### src/rtl/snn_sched_pkg.sv
// Shared definitions for the SNN timestep scheduler.
//   - 3-bit FSM state encoding, as plain localparams and as the typed enum the FSM uses
//   - Default frame widths and the default RUN-phase timeout
package snn_sched_pkg;

  localparam logic [2:0] IDLE       = 3'd0;
  localparam logic [2:0] WAIT_FRAME = 3'd1;
  localparam logic [2:0] LOAD       = 3'd2;
  localparam logic [2:0] RUN        = 3'd3;
  localparam logic [2:0] EMIT       = 3'd4;

  typedef enum logic [2:0] {
    StIdle      = IDLE,
    StWaitFrame = WAIT_FRAME,
    StLoad      = LOAD,
    StRun       = RUN,
    StEmit      = EMIT
  } sched_state_e;

  localparam int unsigned NInDefault     = 8;
  localparam int unsigned NOutDefault    = 8;
  localparam int unsigned TimeoutDefault = 255;

endpackage

### src/rtl/snn_frame_fifo.sv
// Synchronous FIFO that buffers input spike frames ahead of the SNN.
// Parameters: DEPTH (power of two, >= 2) entries of WIDTH bits.
// Ports:
//   clk_i   clock
//   rst_i   synchronous active-high reset; empties the FIFO
//   push_i  write data_i (ignored when full)
//   pop_i   drop the head entry (ignored when empty)
//   data_i  write payload
//   head_o  entry at the read pointer
//   full_o  DEPTH entries held
//   empty_o no entries held
module snn_frame_fifo #(
  parameter int unsigned DEPTH = 4,
  parameter int unsigned WIDTH = 8
) (
  input  logic             clk_i,
  input  logic             rst_i,
  input  logic             push_i,
  input  logic             pop_i,
  input  logic [WIDTH-1:0] data_i,
  output logic [WIDTH-1:0] head_o,
  output logic             full_o,
  output logic             empty_o
);

  localparam int unsigned AW = (DEPTH > 1) ? $clog2(DEPTH) : 1;

  logic [WIDTH-1:0] mem_q [DEPTH];
  logic [AW-1:0]    wr_ptr_q, rd_ptr_q;
  logic [AW:0]      count_q, count_d;
  logic             push_ok, pop_ok;

  assign full_o  = (count_q == (AW+1)'(DEPTH));
  assign empty_o = (count_q == '0);
  assign head_o  = mem_q[rd_ptr_q];

  // A push on a full FIFO is refused even if a pop happens in the same cycle.
  assign push_ok = push_i && !full_o;
  assign pop_ok  = pop_i && !empty_o;

  always_comb begin
    count_d = count_q;
    if (push_ok && !pop_ok) begin
      count_d = count_q + 1'b1;
    end else if (pop_ok && !push_ok) begin
      count_d = count_q - 1'b1;
    end
  end

  // Pointers are AW bits wide, so they wrap modulo DEPTH on their own.
  always_ff @(posedge clk_i) begin
    if (rst_i) begin
      wr_ptr_q <= '0;
      rd_ptr_q <= '0;
      count_q  <= '0;
    end else begin
      count_q <= count_d;
      if (push_ok) wr_ptr_q <= wr_ptr_q + 1'b1;
      if (pop_ok)  rd_ptr_q <= rd_ptr_q + 1'b1;
    end
  end

  always_ff @(posedge clk_i) begin
    if (push_ok) mem_q[wr_ptr_q] <= data_i;
  end

endmodule

### src/rtl/snn_timestep_scheduler.sv
// Runs the SNN core for a programmed number of timesteps. Input frames are buffered in a
// small FIFO; each step loads one frame, enables the SNN, waits for its output-ready strobe
// (bounded by TIMEOUT_CYCLES) and publishes the captured spikes with a 0-based step index.
// Optional build macro: SNN_SPIKE_COUNT_EN adds saturating per-neuron spike counters
// (parameter CNT_W, output spike_count).
// Ports:
//   system_clock, sys_clk_reset   clock, synchronous active-high reset
//   start, num_steps              run request pulse and step count (latched on accept)
//   frame_valid/frame_data/frame_ready   frame push interface into the FIFO
//   snn_input_spikes/snn_input_ready     frame and load strobe towards the SNN
//   snn_enable                    high only while waiting for the SNN result
//   snn_output_ready/snn_output_spikes  SNN result strobe and layer-2 spikes
//   result_valid/result_spikes/result_step  one-cycle published result
//   busy, done, timeout_err       run status; timeout_err sticky until next accepted start
//   spike_count                   per-neuron totals (SNN_SPIKE_COUNT_EN only)
module snn_timestep_scheduler
  import snn_sched_pkg::*;
#(
  parameter int unsigned FIFO_DEPTH     = 4,
  parameter int unsigned N_IN           = NInDefault,
  parameter int unsigned N_OUT          = NOutDefault,
`ifdef SNN_SPIKE_COUNT_EN
  parameter int unsigned CNT_W          = 8,
`endif
  parameter int unsigned TIMEOUT_CYCLES = TimeoutDefault
) (
  input  logic                   system_clock,
  input  logic                   sys_clk_reset,
  input  logic                   start,
  input  logic [7:0]             num_steps,
  input  logic                   frame_valid,
  input  logic [N_IN-1:0]        frame_data,
  output logic                   frame_ready,
  output logic [N_IN-1:0]        snn_input_spikes,
  output logic                   snn_input_ready,
  output logic                   snn_enable,
  input  logic                   snn_output_ready,
  input  logic [N_OUT-1:0]       snn_output_spikes,
  output logic                   result_valid,
  output logic [N_OUT-1:0]       result_spikes,
  output logic [7:0]             result_step,
  output logic                   busy,
  output logic                   done,
`ifdef SNN_SPIKE_COUNT_EN
  output logic [N_OUT*CNT_W-1:0] spike_count,
`endif
  output logic                   timeout_err
);

  localparam logic [7:0] TmoLast = 8'(TIMEOUT_CYCLES - 1);

  sched_state_e     state_q;
  logic [7:0]       num_steps_q;
  logic [7:0]       step_q;
  logic [7:0]       tmo_q;
  logic             ready_en_q;
  logic [N_IN-1:0]  in_spikes_q;
  logic             in_ready_q;
  logic             enable_q;
  logic             res_valid_q;
  logic [N_OUT-1:0] res_spikes_q;
  logic [7:0]       res_step_q;
  logic             busy_q;
  logic             done_q;
  logic             tmo_err_q;

  logic             start_accept;
  logic             fifo_push, fifo_pop, fifo_full, fifo_empty;
  logic [N_IN-1:0]  fifo_head;

  // ready_en_q keeps frame_ready low during reset and for the first cycle after it.
  assign frame_ready  = ready_en_q && !fifo_full;
  assign fifo_push    = frame_valid && frame_ready;
  assign fifo_pop     = (state_q == StLoad);
  assign start_accept = (state_q == StIdle) && start && (num_steps != '0);

  snn_frame_fifo #(
    .DEPTH (FIFO_DEPTH),
    .WIDTH (N_IN)
  ) u_fifo (
    .clk_i   (system_clock),
    .rst_i   (sys_clk_reset),
    .push_i  (fifo_push),
    .pop_i   (fifo_pop),
    .data_i  (frame_data),
    .head_o  (fifo_head),
    .full_o  (fifo_full),
    .empty_o (fifo_empty)
  );

  // Outputs are registered on the transition into the state in which they are visible:
  // snn_input_ready during LOAD, snn_enable during RUN, result_valid during EMIT, and
  // done in the cycle after the run ends.
  always_ff @(posedge system_clock) begin
    if (sys_clk_reset) begin
      state_q      <= StIdle;
      num_steps_q  <= '0;
      step_q       <= '0;
      tmo_q        <= '0;
      ready_en_q   <= 1'b0;
      in_spikes_q  <= '0;
      in_ready_q   <= 1'b0;
      enable_q     <= 1'b0;
      res_valid_q  <= 1'b0;
      res_spikes_q <= '0;
      res_step_q   <= '0;
      busy_q       <= 1'b0;
      done_q       <= 1'b0;
      tmo_err_q    <= 1'b0;
    end else begin
      ready_en_q  <= 1'b1;
      in_ready_q  <= 1'b0;
      res_valid_q <= 1'b0;
      done_q      <= 1'b0;
      unique case (state_q)
        StIdle: begin
          if (start_accept) begin
            num_steps_q <= num_steps;
            step_q      <= '0;
            tmo_err_q   <= 1'b0;
            busy_q      <= 1'b1;
            state_q     <= StWaitFrame;
          end else if (start) begin
            // Zero-step run: report completion without ever going busy.
            done_q <= 1'b1;
          end
        end
        StWaitFrame: begin
          if (!fifo_empty) begin
            in_spikes_q <= fifo_head;
            in_ready_q  <= 1'b1;
            state_q     <= StLoad;
          end
        end
        StLoad: begin
          enable_q <= 1'b1;
          tmo_q    <= '0;
          state_q  <= StRun;
        end
        StRun: begin
          if (snn_output_ready) begin
            enable_q     <= 1'b0;
            res_spikes_q <= snn_output_spikes;
            res_step_q   <= step_q;
            res_valid_q  <= 1'b1;
            state_q      <= StEmit;
          end else if (tmo_q == TmoLast) begin
            enable_q  <= 1'b0;
            tmo_err_q <= 1'b1;
            done_q    <= 1'b1;
            busy_q    <= 1'b0;
            state_q   <= StIdle;
          end else begin
            tmo_q <= tmo_q + 8'd1;
          end
        end
        StEmit: begin
          step_q <= step_q + 8'd1;
          if (step_q + 8'd1 == num_steps_q) begin
            done_q  <= 1'b1;
            busy_q  <= 1'b0;
            state_q <= StIdle;
          end else begin
            state_q <= StWaitFrame;
          end
        end
        default: state_q <= StIdle;
      endcase
    end
  end

  assign snn_input_spikes = in_spikes_q;
  assign snn_input_ready  = in_ready_q;
  assign snn_enable       = enable_q;
  assign result_valid     = res_valid_q;
  assign result_spikes    = res_spikes_q;
  assign result_step      = res_step_q;
  assign busy             = busy_q;
  assign done             = done_q;
  assign timeout_err      = tmo_err_q;

`ifdef SNN_SPIKE_COUNT_EN
  logic [N_OUT-1:0][CNT_W-1:0] cnt_q;

  // res_spikes_q holds the captured spikes throughout EMIT.
  always_ff @(posedge system_clock) begin
    if (sys_clk_reset || start_accept) begin
      cnt_q <= '0;
    end else if (state_q == StEmit) begin
      for (int unsigned i = 0; i < N_OUT; i++) begin
        if (res_spikes_q[i] && (cnt_q[i] != '1)) begin
          cnt_q[i] <= cnt_q[i] + 1'b1;
        end
      end
    end
  end

  assign spike_count = cnt_q;
`endif

endmodule

### config.mk
export PLATFORM = sky130hd
export DESIGN_NAME = snn_timestep_scheduler
export DESIGN_NICKNAME = d
export VERILOG_FILES = /design/src/rtl/snn_sched_pkg.sv /design/src/rtl/snn_frame_fifo.sv /design/src/rtl/snn_timestep_scheduler.sv
export SDC_FILE = /design/constraint.sdc
export NUM_CORES = 1
export LEC_CHECK = 0
export ABC_AREA = 1
export CAP_MARGIN = 20
export CELL_PAD_IN_SITES_DETAIL_PLACEMENT = 2
export CELL_PAD_IN_SITES_GLOBAL_PLACEMENT = 2
export CORE_UTILIZATION = 32
export CTS_BUF_LIST = sky130_fd_sc_hd__clkbuf_16
export DETAILED_ROUTE_END_ITERATION = 10
export PLACE_DENSITY = 0.86
export SLEW_MARGIN = 20
export SYNTH_ARGS = -nofsm -noshare
export SYNTH_HDL_FRONTEND = slang
export SYNTH_SLANG_ARGS = --single-unit
### constraint.sdc
create_clock -name system_clock -period 2.3 [get_ports system_clock]
set_clock_uncertainty 0.1 [all_clocks]
set_input_delay 0.69 -clock system_clock [delete_from_list [all_inputs] [get_ports system_clock]]
set_output_delay 0.69 -clock system_clock [all_outputs]
set_load 0.02 [all_outputs]
======== Yosys cells after proc, flatten, opt, wreduce, memory -nomap -nowiden ========
Memory sizes are Yosys's and may differ from the RTL's. A register that Yosys moved wholly into a read port is not among the register bits.
Cells that the tools add are included.
storage, ports and cells
  memories ................................ 1
  input port bits ......................... 29
  bits in latches ......................... 0
  memory bits (read-only) ................. 0
  RAM bits ................................ 32
  register bits after elaboration ......... 57
memory list
  memory        words  width  read ports  clocked after Yosys merged registers in  write ports  line                  text
  u_fifo.mem_q  4      8      1           1                                        1            snn_frame_fifo.sv:28  logic [WIDTH-1:0] mem_q [DEPTH];
cells by class
  add/sub/neg operators ................... 6
  equal/unequal tests ..................... 14
  div/mod/pow operators ................... 0
  mux-type cells .......................... 35
  shifts and indexed selects .............. 0
  multipliers ............................. 0
  $lt $le $gt $ge ......................... 0
  bitwise gates (word level) .............. 3
  reductions and logical operators ........ 31
operator list
  kind                                           count
  one-hot mux 8 bit (2 select lines)             2
  2-to-1 mux 8 bit                               3
  2-to-1 mux 1 bit                               19
  2-to-1 mux 3 bit                               6
  adder 8 x 1 -> 8 bit, second input constant    2
  one-hot mux 3 bit (5 select lines)             1
  != test 2 bit, second input constant           6
  AND reduction 2 bit                            5
  == test 8 bit                                  1
  == test 8 bit, second input constant           1
  logical AND 1 bit                              8
  nonzero test 2 bit                             4
  nonzero test 8 bit                             1
  == test 3 x 2 -> 1 bit, second input constant  2
  == test 3 bit, second input constant           2
  zero test 3 bit                                2
  one-hot mux 1 bit (3 select lines)             2
  AND reduction 3 bit                            2
  AND reduction 5 bit                            1
  adder 2 x 1 -> 2 bit, second input constant    2
  zero test 1 bit                                4
  one-hot mux 1 bit (2 select lines)             2
  AND reduction 4 bit                            1
  OR reduction 2 bit                             2
  other kinds (6)                                8

======== Longest topological paths before layout ========
Gate-level depths: netlist of run 1.
  word-level depth ........................ 9
  gate-level depth with buffers ........... 14
  depth with buffers taken out ............ 14

======== Cells and area by module ========
Synthesis of run 1 repeated with hierarchy kept, for this count alone.
second synthesis, totals
  cell total of the unflattened synthesis .. 516
  area total of the unflattened synthesis .. 4,381.7 µm²
modules (own cells, without submodules)
  module                  cells each  area an instance (µm²)  times used
  snn_timestep_scheduler  370         2,696.3                 1
  snn_frame_fifo          146         1,685.4                 1

======== Worst setup path before layout of run 1 ========
OpenSTA, ideal clock, no wires.
  path kind ............................... flip-flop to flip-flop
  from .................................... register u_fifo.count_q[0]
  to ...................................... register u_fifo.count_q[2]
  data arrival time ....................... 1,907 ps
  stages on the path, launching flop included .. 11
  required time ........................... 2,078 ps
  period minus slack after synthesis ...... 2,129 ps
  setup slack ............................. 171 ps
  cell sequence ........................... dfxtp_1 o31a_1 nand2_1 inv_1 ha_1 inv_1 fa_1 a21oi_1 o21ai_0 o21ai_0 a21oi_1
between the ends
  longest elaborated chain between the ends .. 8
  elaborated cells on any way between the ends .. 17
  those cells by class .................... add/sub (2); eq/ne (1); mux (2); reduce/logical (12)
RTL lines
  element                              line                          text
  start, declared                      snn_frame_fifo.sv:30          logic [AW:0] count_q, count_d;
  start signal, assigned               snn_frame_fifo.sv:57          count_q <= count_d;
  == test 3 bit (*)                    snn_frame_fifo.sv:33          assign full_o = (count_q == (AW+1)'(DEPTH));
  zero test 1 bit (*)                  snn_timestep_scheduler.sv:72  assign frame_ready = ready_en_q && !fifo_full;
  logical AND 1 bit (*)                snn_timestep_scheduler.sv:72
  via frame_ready                      snn_timestep_scheduler.sv:33  output logic frame_ready,
  logical AND 1 bit (*)                snn_timestep_scheduler.sv:73  assign fifo_push = frame_valid && frame_ready;
  logical AND 1 bit (*)                snn_frame_fifo.sv:38          assign push_ok = push_i && !full_o;
  via u_fifo.push_ok                   snn_frame_fifo.sv:31          logic push_ok, pop_ok;
  zero test 1 bit                      snn_frame_fifo.sv:45          end else if (pop_ok && !push_ok) begin
  logical AND 1 bit                    snn_frame_fifo.sv:45
  nonzero test 2 bit (no source line)  -
Mark *: on every way through the listed nets, which the timed path passes. The rest lies on a longest branch. The select of a mux whose other input is x is not followed.
A chain may end at the register's enable or synchronous reset.

======== Worst setup path after layout of run 1 ========
  from .................................... register u_fifo.count_q[0]
  to ...................................... output port frame_ready
between the ends
  longest elaborated chain between the ends .. 3
RTL lines
  element            line
  == test 3 bit      snn_frame_fifo.sv:33
  zero test 1 bit    snn_timestep_scheduler.sv:72
  logical AND 1 bit  snn_timestep_scheduler.sv:72
  end, declared      snn_timestep_scheduler.sv:33
Every way passes these cells.

==> summary.txt, run 1 <==
SYNTHESIS
------------------------------------------------------------------------------
Dominant combinational cell family by area after synthesis        simple AND/OR/NAND/NOR gates
Most used flip-flop cell after synthesis                          sky130_fd_sc_hd__dfxtp_1
Number of different library cells in the post-synthesis netlist             33
Post-synth EDFFs                                                            32
Adder-cell share of the synthesized area                                2.886%
Post-Synth XOR/XNOR Area                                               0.6314%
Cell area after synthesis                                            4161 um^2
Share of the synthesized area in compound gates (AO/OA/AOI/OAI)         13.68%
Count of synthesis-stage warnings from yosys                                 0
Sequential-to-total area share from yosys stat                          54.36%
Mean Syn Cell Area                                                  8.356 um^2
Synthesized flop and latch total                                            97
Syn Inst Count                                                             498
Cell type with the highest aggregate area in the netlist          sky130_fd_sc_hd__dfxtp_1
FFs w/ async S/R, synth                                                     0%
Synth Area in Simple Gates                                              21.74%
Yosys top cell area share                                               31.27%
Proportion of synthesized area in mux cells                                 0%
Top area cells in the synthesized netlist                         sky130_fd_sc_hd__dfxtp_1 31%, sky130_fd_sc_hd__edfxtp_1 23%, sky130_fd_sc_hd__nand2_1 7.5%
Synthesized Nets                                                           536

GLOBAL ROUTING
------------------------------------------------------------------------------
Pin count of the biggest net entering global routing                        33
First-pass GRT wire length                                            20.11 mm
Antenna violations before repair                                             0
GRT Util Overall                                                        19.90%
GRT overflow                                                                 0
Via count of the first global-routing pass                               4,075

CELLS AND AREA
------------------------------------------------------------------------------
Layout Area Growth over Synthesis                                       29.13%
Ratio of cells with drive above 1 in the final layout                   10.09%
Most common library cell in the layout ignoring fill and taps     sky130_fd_sc_hd__nand2_1
Commonest cells after routing, fill and taps aside                83 x sky130_fd_sc_hd__nand2_1, 64 x sky130_fd_sc_hd__dfxtp_1, 62 x sky130_fd_sc_hd__nor2_1
Post-layout nets                                                           608
Multi-input logic area                                               1637 um^2
Total area of sequential cells                                       2263 um^2
Layout fillers                                                           1,431
Total inserted antenna cells                                                 0

CLOCKING
------------------------------------------------------------------------------
Clock latency on the worst-skew pair                                   0.35 ns
CTS sink count                                                              97
Buffers from clock root to sink, at most                                     2
Total number of H-tree levels                                                3
Root Driver                                                       sky130_fd_sc_hd__clkbuf_16
TritonCTS buffer count                                                       9
Clock-pin transition on the worst setup and hold timing paths          0.07 ns
CTS tree                                                                  done

CRITICAL PATH
------------------------------------------------------------------------------
Reg2reg setup slack                                                    0.16 ns
Worst path arrival time                                                1.39 ns
Crit Path Class                                                   flop to output pin
Critical register-to-register path endpoint                       u_fifo.count_q[2]
Crit. End Element                                                   output pin
Worst r2r path cells                                                        13
Worst r2r src                                                       state_q[0]
Required time of the critical path                                     1.51 ns
Type of origin of the critical path                                       flop
Max Fanout on Critical Path                                                  5

POWER
------------------------------------------------------------------------------
Pint                                                                  3.150 mW
Switching part of the total power                                       30.53%
Net switching component of the power                                  1.384 mW
Total power of the final layout                                       4.534 mW
Power density over the cells                                      843.7 nW/um^2
Sequential share of power                                                44.3%
Maximum resistive drop on vdd                                        0.4766 mV
Combinational share of power                                             21.5%
Static leakage                                                        1.994 nW
Clock group share of total power                                         34.2%

STATUS
------------------------------------------------------------------------------
Status                                                               completed

ROUTE
------------------------------------------------------------------------------
Detailed-route DRC error count                                               0
Number of vias after detailed routing                                    3,689
Via count normalized by instance count                                   4.938
Final Routed Wirelength                                               12.48 mm
Wire length per cell after detailed routing                           16.70 um
TritonRoute pass-1 iters                                                     4
Initial detailed-routing violation count                                   108
Number of routed nets with antenna violations                                0

STA
------------------------------------------------------------------------------
Hold Violations, Final                                                       0
Slew at the pin closest to its max-slew limit                         1.026 ns
RSZ-0062 raised after global routing                                     false
Post-route minimum period                                             2.183 ns
Final slew viol count                                                        0
Fraction of the cycle the final worst path needs                        94.93%
Fin worst setup slack                                                0.1165 ns
Fin Setup TNS                                                             0 ns
Max-slew headroom at the worst pin                                      31.37%
Final-report setup violation count                                           0
F_max                                                                458.0 MHz

MIN PATH
------------------------------------------------------------------------------
Hold path startpoint                                               timeout_err
Number of cells on the worst hold path                                       2
Worst min-delay path endpoint                                      timeout_err
Worst hold-check path type                                        flop to flop

DIE
------------------------------------------------------------------------------
Starting density of the core                                            32.84%
Area enclosed by the die boundary                                  13,460 um^2
Die outline height                                                    116.0 um
Number of core rows                                                         41
Core outline area                                                  12,670 um^2
IO Count                                                                    60
Die X-Extent                                                          116.0 um

JOB
------------------------------------------------------------------------------
Max-cap violations                                                           0

PLACEMENT
------------------------------------------------------------------------------
Count of port buffers added during placement                                59
Final RePlAce weighted congestion                                       0.7520
Post-detail-place hpwl                                                9.301 mm
Worst slack at placement                                            -0.3179 ns

metal layers:
layer / vias to the layer above / part of all wire [%] / global-route usage, %
met3: 20 / 2.6 / 3.190
met2: 60 / 53 / 38.17
met4: 0 / 1.9 / 8.120
met1: 1811 / 42 / 21.55
met5: - / 0 / 0
li1: 1798 / - / -
power by group through the flow:
| stage | registers, mW | logic, mW | clock network, mW |
|---|---|---|---|
| after global placement | 2.03 | 0.912 | 0 |
| after floorplan | 2.09 | 0.491 | 0 |
| after detailed placement | 2.04 | 0.964 | 0 |
| final | 2.01 | 0.976 | 1.55 |
| after CTS | 2.01 | 0.984 | 1.58 |
| after global routing | 2.03 | 1.08 | 1.66 |
flip-flops by register name, indices dropped and copies added, names as in the netlist, 2 cells and up:
name	cells
result_spikes	8
u_fifo.wr_ptr_q	2
state_q	3
result_step	8
u_fifo.count_q	3
tmo_q	8
snn_input_spikes	8
u_fifo.rd_ptr_q	2
u_fifo.mem_q	32
num_steps_q	8
step_q	8
critical path: stages (launching register included):
cell and delay (ns):
sky130_fd_sc_hd__dfxtp_1 0.38, sky130_fd_sc_hd__o31a_1 0.34, sky130_fd_sc_hd__dlygate4sd2_1 0.32
worst max-delay path by stage:
stage / startpoint / endpoint / slack (ns) / cells after the start
5_1_grt: state_q[0] / snn_input_spikes[6] / 0.009 / 6
4_1_cts: state_q[2] / u_fifo.count_q[2] / 0.001 / 13
3_3_place_gp: frame_valid / u_fifo.count_q[2] / -0.17 / 10
2_1_floorplan: u_fifo.count_q[0] / u_fifo.count_q[2] / 0.17 / 10
6_report: u_fifo.count_q[0] / frame_ready / 0.12 / 2
3_5_place_dp: frame_valid / u_fifo.count_q[2] / -0.32 / 10
cells by family after synthesis:
| kind of cell | after synthesis |
|---|---|
| XOR/XNOR | 3 |
| adder cells (fa/ha/maj) | 9 |
| buffers and inverters | 72 |
| flip-flops | 97 |
| AND/OR/NAND/NOR | 209 |
| AO/OA/AOI/OAI | 108 |
synth_stat cells (2+ instances only):
cell	n
sky130_fd_sc_hd__nand2_1	83
sky130_fd_sc_hd__nand3_1	41
sky130_fd_sc_hd__clkbuf_1	13
sky130_fd_sc_hd__ha_1	8
sky130_fd_sc_hd__o21ai_0	45
sky130_fd_sc_hd__nand2_2	4
sky130_fd_sc_hd__nor2_1	62
sky130_fd_sc_hd__buf_2	7
sky130_fd_sc_hd__a21oi_1	49
sky130_fd_sc_hd__nor3_1	6
sky130_fd_sc_hd__nor4_1	2
sky130_fd_sc_hd__a21oi_2	2
sky130_fd_sc_hd__edfxtp_1	32
sky130_fd_sc_hd__inv_1	49
sky130_fd_sc_hd__nand4_1	3
sky130_fd_sc_hd__nor2_2	3
sky130_fd_sc_hd__a31oi_1	7
sky130_fd_sc_hd__dfxtp_1	65
sky130_fd_sc_hd__inv_2	2
sky130_fd_sc_hd__xor2_1	2
final cells by class:
type / instances / share of cell area (%)
inverter: 51 / 3.562
multi-input combinational: 329 / 30.45
timing repair buffer: 82 / 14.18
clock buffer: 9 / 4.191
tap: 172 / 4.005
sequential: 97 / 42.12
clock inverter: 7 / 1.490
stage by stage:
step | std cells | hold WS, ns | utilization [%] | area [um^2]
3_5_place_dp | 729 | 0.3485 | 39.79 | 5042
3_3_place_gp | 729 | 0.3410 | 39.79 | 5042
6_report | 747 | 0.3495 | 42.41 | 5374
4_1_cts | 746 | 0.3585 | 42.25 | 5354
2_1_floorplan | 498 | 0.3446 | - | 4161
5_1_grt | 747 | 0.3720 | 42.41 | 5374
what timing repair did:
action,in CTS,in global routing
resized for setup,3,4
setup buffers,1,1
hold buffers,0,0
setup endpoints to repair,2,1
Power figures use the tool's default switching activity.
==> inputs of run 2 (changes only) <==
--- a/config.mk
+++ b/config.mk
@@ -13,6 +13,7 @@
 export CTS_BUF_LIST = sky130_fd_sc_hd__clkbuf_16
 export DETAILED_ROUTE_END_ITERATION = 10
 export PLACE_DENSITY = 0.86
+export RECOVER_POWER = 50
 export SLEW_MARGIN = 20
 export SYNTH_ARGS = -nofsm -noshare
 export SYNTH_HDL_FRONTEND = slang
==> summary.txt, run 2 (synthesized netlist as in run 1, its figures left out) <==
POWER
------------------------------------------------------------------------------
Total power of the final layout                                       4.526 mW   -0.19%
Static leakage                                                        1.979 nW   -0.75%
Maximum resistive drop on vdd                                        0.4763 mV   about the same
Pint                                                                  3.142 mW   -0.23%
Combinational share of power                                             21.4%   about the same
Clock group share of total power                                         34.2%   about the same
Sequential share of power                                                44.4%   about the same
Power density over the cells                                      845.3 nW/um^2   +0.19%
Net switching component of the power                                  1.383 mW   about the same
Switching part of the total power                                       30.56%   +0.031 points

STA
------------------------------------------------------------------------------
Post-route minimum period                                             2.188 ns   +0.004247 ns
Final slew viol count                                                        0   unchanged
Max-slew headroom at the worst pin                                      30.59%   -0.78 points
Final-report setup violation count                                           0   unchanged
Worst hold-check slack                                               0.3492 ns   -0.0002680 ns
RSZ-0062 raised after global routing                                     false
Slew at the pin closest to its max-slew limit                         1.037 ns   +0.01160 ns
F_max                                                                457.1 MHz   -0.19%
Fraction of the cycle the final worst path needs                        95.12%   +0.18 points
Hold Violations, Final                                                       0   unchanged

GLOBAL ROUTING
------------------------------------------------------------------------------
Antenna violations before repair                                             0   unchanged
GRT overflow                                                                 0   unchanged
Pin count of the biggest net entering global routing                        33   unchanged
Via count of the first global-routing pass                               4,075   unchanged
First-pass GRT wire length                                            20.11 mm   unchanged
GRT Util Overall                                                        19.90%   unchanged

MIN PATH
------------------------------------------------------------------------------
Worst hold-check path type                                        flop to flop

DIE
------------------------------------------------------------------------------
Starting density of the core                                            32.84%   unchanged
Die X-Extent                                                          116.0 um   unchanged
Die outline height                                                    116.0 um   unchanged
Number of core rows                                                         41   unchanged
Area enclosed by the die boundary                                  13,460 um^2   unchanged
IO Count                                                                    60   unchanged
Core outline area                                                  12,670 um^2   unchanged

CRITICAL PATH
------------------------------------------------------------------------------
Biggest cell delay along the critical path                             0.38 ns   about the same
Required time of the critical path                                     1.51 ns   about the same
Crit. End Element                                                   output pin
Worst path arrival time                                                1.40 ns   about the same
Series of cell instances along the critical path                  o31a_1 -> dlygate4sd2_1
Max Fanout on Critical Path                                                  5   unchanged
Sum of buffers and inverters on the critical path                            1   unchanged
Largest delay contributor family on the critical path               flip-flops
Standard cell with the maximum stage delay on the critical path   sky130_fd_sc_hd__dfxtp_1
Type of origin of the critical path                                       flop
Crit Path Class                                                   flop to output pin

ROUTE
------------------------------------------------------------------------------
Initial detailed-routing violation count                                   104   -3.7%
Number of routed nets with antenna violations                                0   unchanged
Final Routed Wirelength                                               12.47 mm   about the same
Via count normalized by instance count                                   4.936   about the same
Detailed-route DRC error count                                               0   unchanged
Wire length per cell after detailed routing                           16.69 um   about the same
TritonRoute pass-1 iters                                                     4   unchanged
Number of vias after detailed routing                                    3,687   -0.054%

STATUS
------------------------------------------------------------------------------
Status                                                               completed

CELLS AND AREA
------------------------------------------------------------------------------
Commonest cells after routing, fill and taps aside                83 x sky130_fd_sc_hd__nand2_1, 64 x sky130_fd_sc_hd__dfxtp_1, 62 x sky130_fd_sc_hd__nor2_1
Total inserted antenna cells                                                 0   unchanged
Ratio of cells with drive above 1 in the final layout                   9.391%   -0.70 points
Most common library cell in the layout ignoring fill and taps     sky130_fd_sc_hd__nand2_1
Total area of sequential cells                                       2263 um^2   unchanged
Register ranked first by flip-flop count                          u_fifo.mem_q
Number of flip-flops in the largest register                                32   unchanged
Post-layout nets                                                           608   unchanged
Layout fillers                                                           1,439   +0.56%
Layout Area Growth over Synthesis                                       28.65%
Multi-input logic area                                               1637 um^2   unchanged

PLACEMENT
------------------------------------------------------------------------------
Post-detail-place hpwl                                                9.301 mm   unchanged
Final RePlAce weighted congestion                                       0.7520   unchanged
Count of port buffers added during placement                                59   unchanged

JOB
------------------------------------------------------------------------------
Max-cap violations                                                           0   unchanged

CLOCKING
------------------------------------------------------------------------------
CTS sink count                                                              97   unchanged
Clock-pin transition on the worst setup and hold timing paths          0.07 ns   about the same
Buffers from clock root to sink, at most                                     2   unchanged
Root Driver                                                       sky130_fd_sc_hd__clkbuf_16
Total number of H-tree levels                                                3   unchanged
Clock latency on the worst-skew pair                                   0.35 ns   about the same
CTS tree                                                                  done
TritonCTS buffer count                                                       9   unchanged

==> run 2: what timing repair did <==
action                     in CTS  in global routing
resized for setup               3                  4
hold buffers                    0                  0
setup endpoints to repair       2                  1
buffers inserted                1                  1
==> run 2: metrics by stage <==
step / instance area [um^2] / worst slack (ns) / cells / TNS [ns] / util [%]
after floorplan: 4161 / 0.1710 / 498 / 0 / -
after global placement: 5042 / -0.1746 / 729 / -0.1746 / 39.79
after detailed placement: 5042 / -0.3179 / 729 / -0.6364 / 39.79
after CTS: 5354 / 0.001281 / 746 / 0 / 42.25
after global routing: 5354 / 0.008597 / 747 / 0 / 42.25
final: 5354 / 0.1123 / 747 / 0 / 42.25
==> run 2: worst paths after layout <==
path                            slack, ns               from  cells after the start                 to
worst max register to register       0.16         state_q[0]                     13  u_fifo.count_q[2]
worst min-delay path                 0.35        timeout_err                      2        timeout_err
worst max-delay path                 0.11  u_fifo.count_q[0]                      2        frame_ready
worst min register to register       0.35        timeout_err                      2        timeout_err
==> run 2: worst reg2reg max path, stage by stage (launching register included) <==
cell and delay, ns:
sky130_fd_sc_hd__dfxtp_1 0.34, sky130_fd_sc_hd__inv_1 0.08, sky130_fd_sc_hd__nand2_1 0.11, sky130_fd_sc_hd__nor2_1 0.06, sky130_fd_sc_hd__inv_1 0.09, sky130_fd_sc_hd__nor2_1 0.06
sky130_fd_sc_hd__inv_1 0.11, sky130_fd_sc_hd__ha_1 0.16, sky130_fd_sc_hd__inv_1 0.06, sky130_fd_sc_hd__fa_2 0.36, sky130_fd_sc_hd__a21oi_2 0.16, sky130_fd_sc_hd__o21ai_1 0.11
sky130_fd_sc_hd__o21ai_1 0.17, sky130_fd_sc_hd__a21oi_1 0.06
==> run 2: layer usage <==
| metal | wire [um] | GRT usage [%] |
|---|---|---|
| met1 | 5245 | 21.55 |
| met2 | 6668 | 38.17 |
| met3 | 328 | 3.190 |
| met4 | 225 | 8.120 |
| met5 | 0 | 0 |
==> run 2: power groups by stage <==
stage,Combinational [mW],Sequential [mW],Clock (mW)
floorplan,0.491,2.09,0
global placement,0.912,2.03,0
detailed placement,0.964,2.04,0
CTS,0.984,2.01,1.58
global route,1.07,2.03,1.66
finish,0.969,2.01,1.55
==> run 2: final cells by class <==
class	count	share of cell area (%)
inverters	51	3.576
flip-flops and latches	97	42.28
clock inverters	7	1.496
clock buffers	9	4.207
well taps	172	4.020
repair buffers	82	13.86
multi-input cells	329	30.57
==> inputs of run 3 (changes only) <==
--- a/config.mk
+++ b/config.mk
@@ -11,6 +11,7 @@
 export CELL_PAD_IN_SITES_GLOBAL_PLACEMENT = 2
 export CORE_UTILIZATION = 32
 export CTS_BUF_LIST = sky130_fd_sc_hd__clkbuf_16
+export CTS_CLUSTER_DIAMETER = 100
 export DETAILED_ROUTE_END_ITERATION = 10
 export PLACE_DENSITY = 0.86
 export RECOVER_POWER = 50
==> results of run 3 <==
Final layout, timing and power as in run 2 (identical DEF).
==> RTL edit (flow settings as in run 1) <==
The option `SNN_SPIKE_COUNT_EN` is turned on by a define.
--- a/src/rtl/snn_timestep_scheduler.sv
+++ b/src/rtl/snn_timestep_scheduler.sv
@@ -15,2 +15,4 @@
 //   spike_count                   per-neuron totals (SNN_SPIKE_COUNT_EN only)
+`define SNN_SPIKE_COUNT_EN
+
 module snn_timestep_scheduler
Check against the original RTL (old outputs only; new: spike_count): equivalent (Yosys induction, for registers that start in step).
==> RTL edit against run 1 <==
Non-clock buffer count grew 93. Cell area grew 89%. Core utilization grew 0.97 points. Sequential cell count grew 64. Worst hold slack gained 0.012 ns. Synthesized area grew 84%. Count of clock-buffer cells in the layout grew 8. Worst setup slack lost 0.069 ns. Routed wire length grew 110%. Maximum frequency shrank 3.0%. Power grew 51%. Critical endpoint is now spike_count[14].
==> RTL edit: results (changes against run 1) <==
status finished clean (unchanged); routed wire length 26400 um (was 12500 um); multi-input logic portion of the cell area 33.6% (was 30.5%); CP max stage cell clkdlybuf4s50_1 (was dfxtp_1); Die Width 157 um (was 116 um); Synth area leaders dfxtp_1 (34%), edfxtp_1 (13%), nand2_1 (7.4%) (was dfxtp_1 (31%), edfxtp_1 (23%), nand2_1 (7.5%)); switching part of the total power 29.9% (was 30.5%); GRT met3 Usage 4.29% (was 3.19%); register area 3550 sq um (was 2260 sq um); number of signal-net inverters in the final layout 143 (was 51); placed instance area 9550 sq um (was 5040 sq um); Synth cell types 43 (was 33); Reg power frac 44.4% (was 44.3%); comb pwr 0.887 mW (was 0.976 mW); net count after synthesis 1000 (was 536); placed insts 1420 (was 729); clk_lat worst skew 0.43 ns (was 0.35 ns); met2 usage 41.4% (was 38.2%); Data buffer area share 16.2% (was 14.2%); hpwl dp 19000 um (was 9300 um); crit path max fanout 3 (was 5); vias per inst 4.95 (was 4.94); Wirelength per Cell 18.2 um (was 16.7 um); Worst path max stage delay 0.63 ns (was 0.38 ns); fin nets 1166 (was 608); vias in the first global route 7969 (was 4075)
==> RTL edit: what timing repair did <==
item / CTS / global route
endpoints found under the hold margin: 0 / 0
setup endpoints to repair: 31 / 26
pin swaps: 0 / 0
buffers inserted: 0 / 0
resized for setup: 31 / 31
==> RTL edit: path summary, 6_finish.rpt <==
path | from | end | slack (ns) | depth (start not counted)
max | spike_count[14]$_SDFFE_PP0P_ | spike_count[14] | 0.05 | 1
max reg2reg | state_q[0]$_SDFFE_PP0P_ | u_fifo.count_q[1]$_SDFFE_PP0P_ | 0.19 | 9
min | result_step[1]$_SDFFE_PP0P_ | result_step[1]$_SDFFE_PP0P_ | 0.36 | 2
min reg2reg | result_step[1]$_SDFFE_PP0P_ | result_step[1]$_SDFFE_PP0P_ | 0.36 | 2
==> RTL edit: metal layers <==
layer	share of wire [%]	up-vias
met3	3.1	31
li1	-	3447
met2	52	107
met1	43	3604
met4	1.4	4
met5	0.10	-
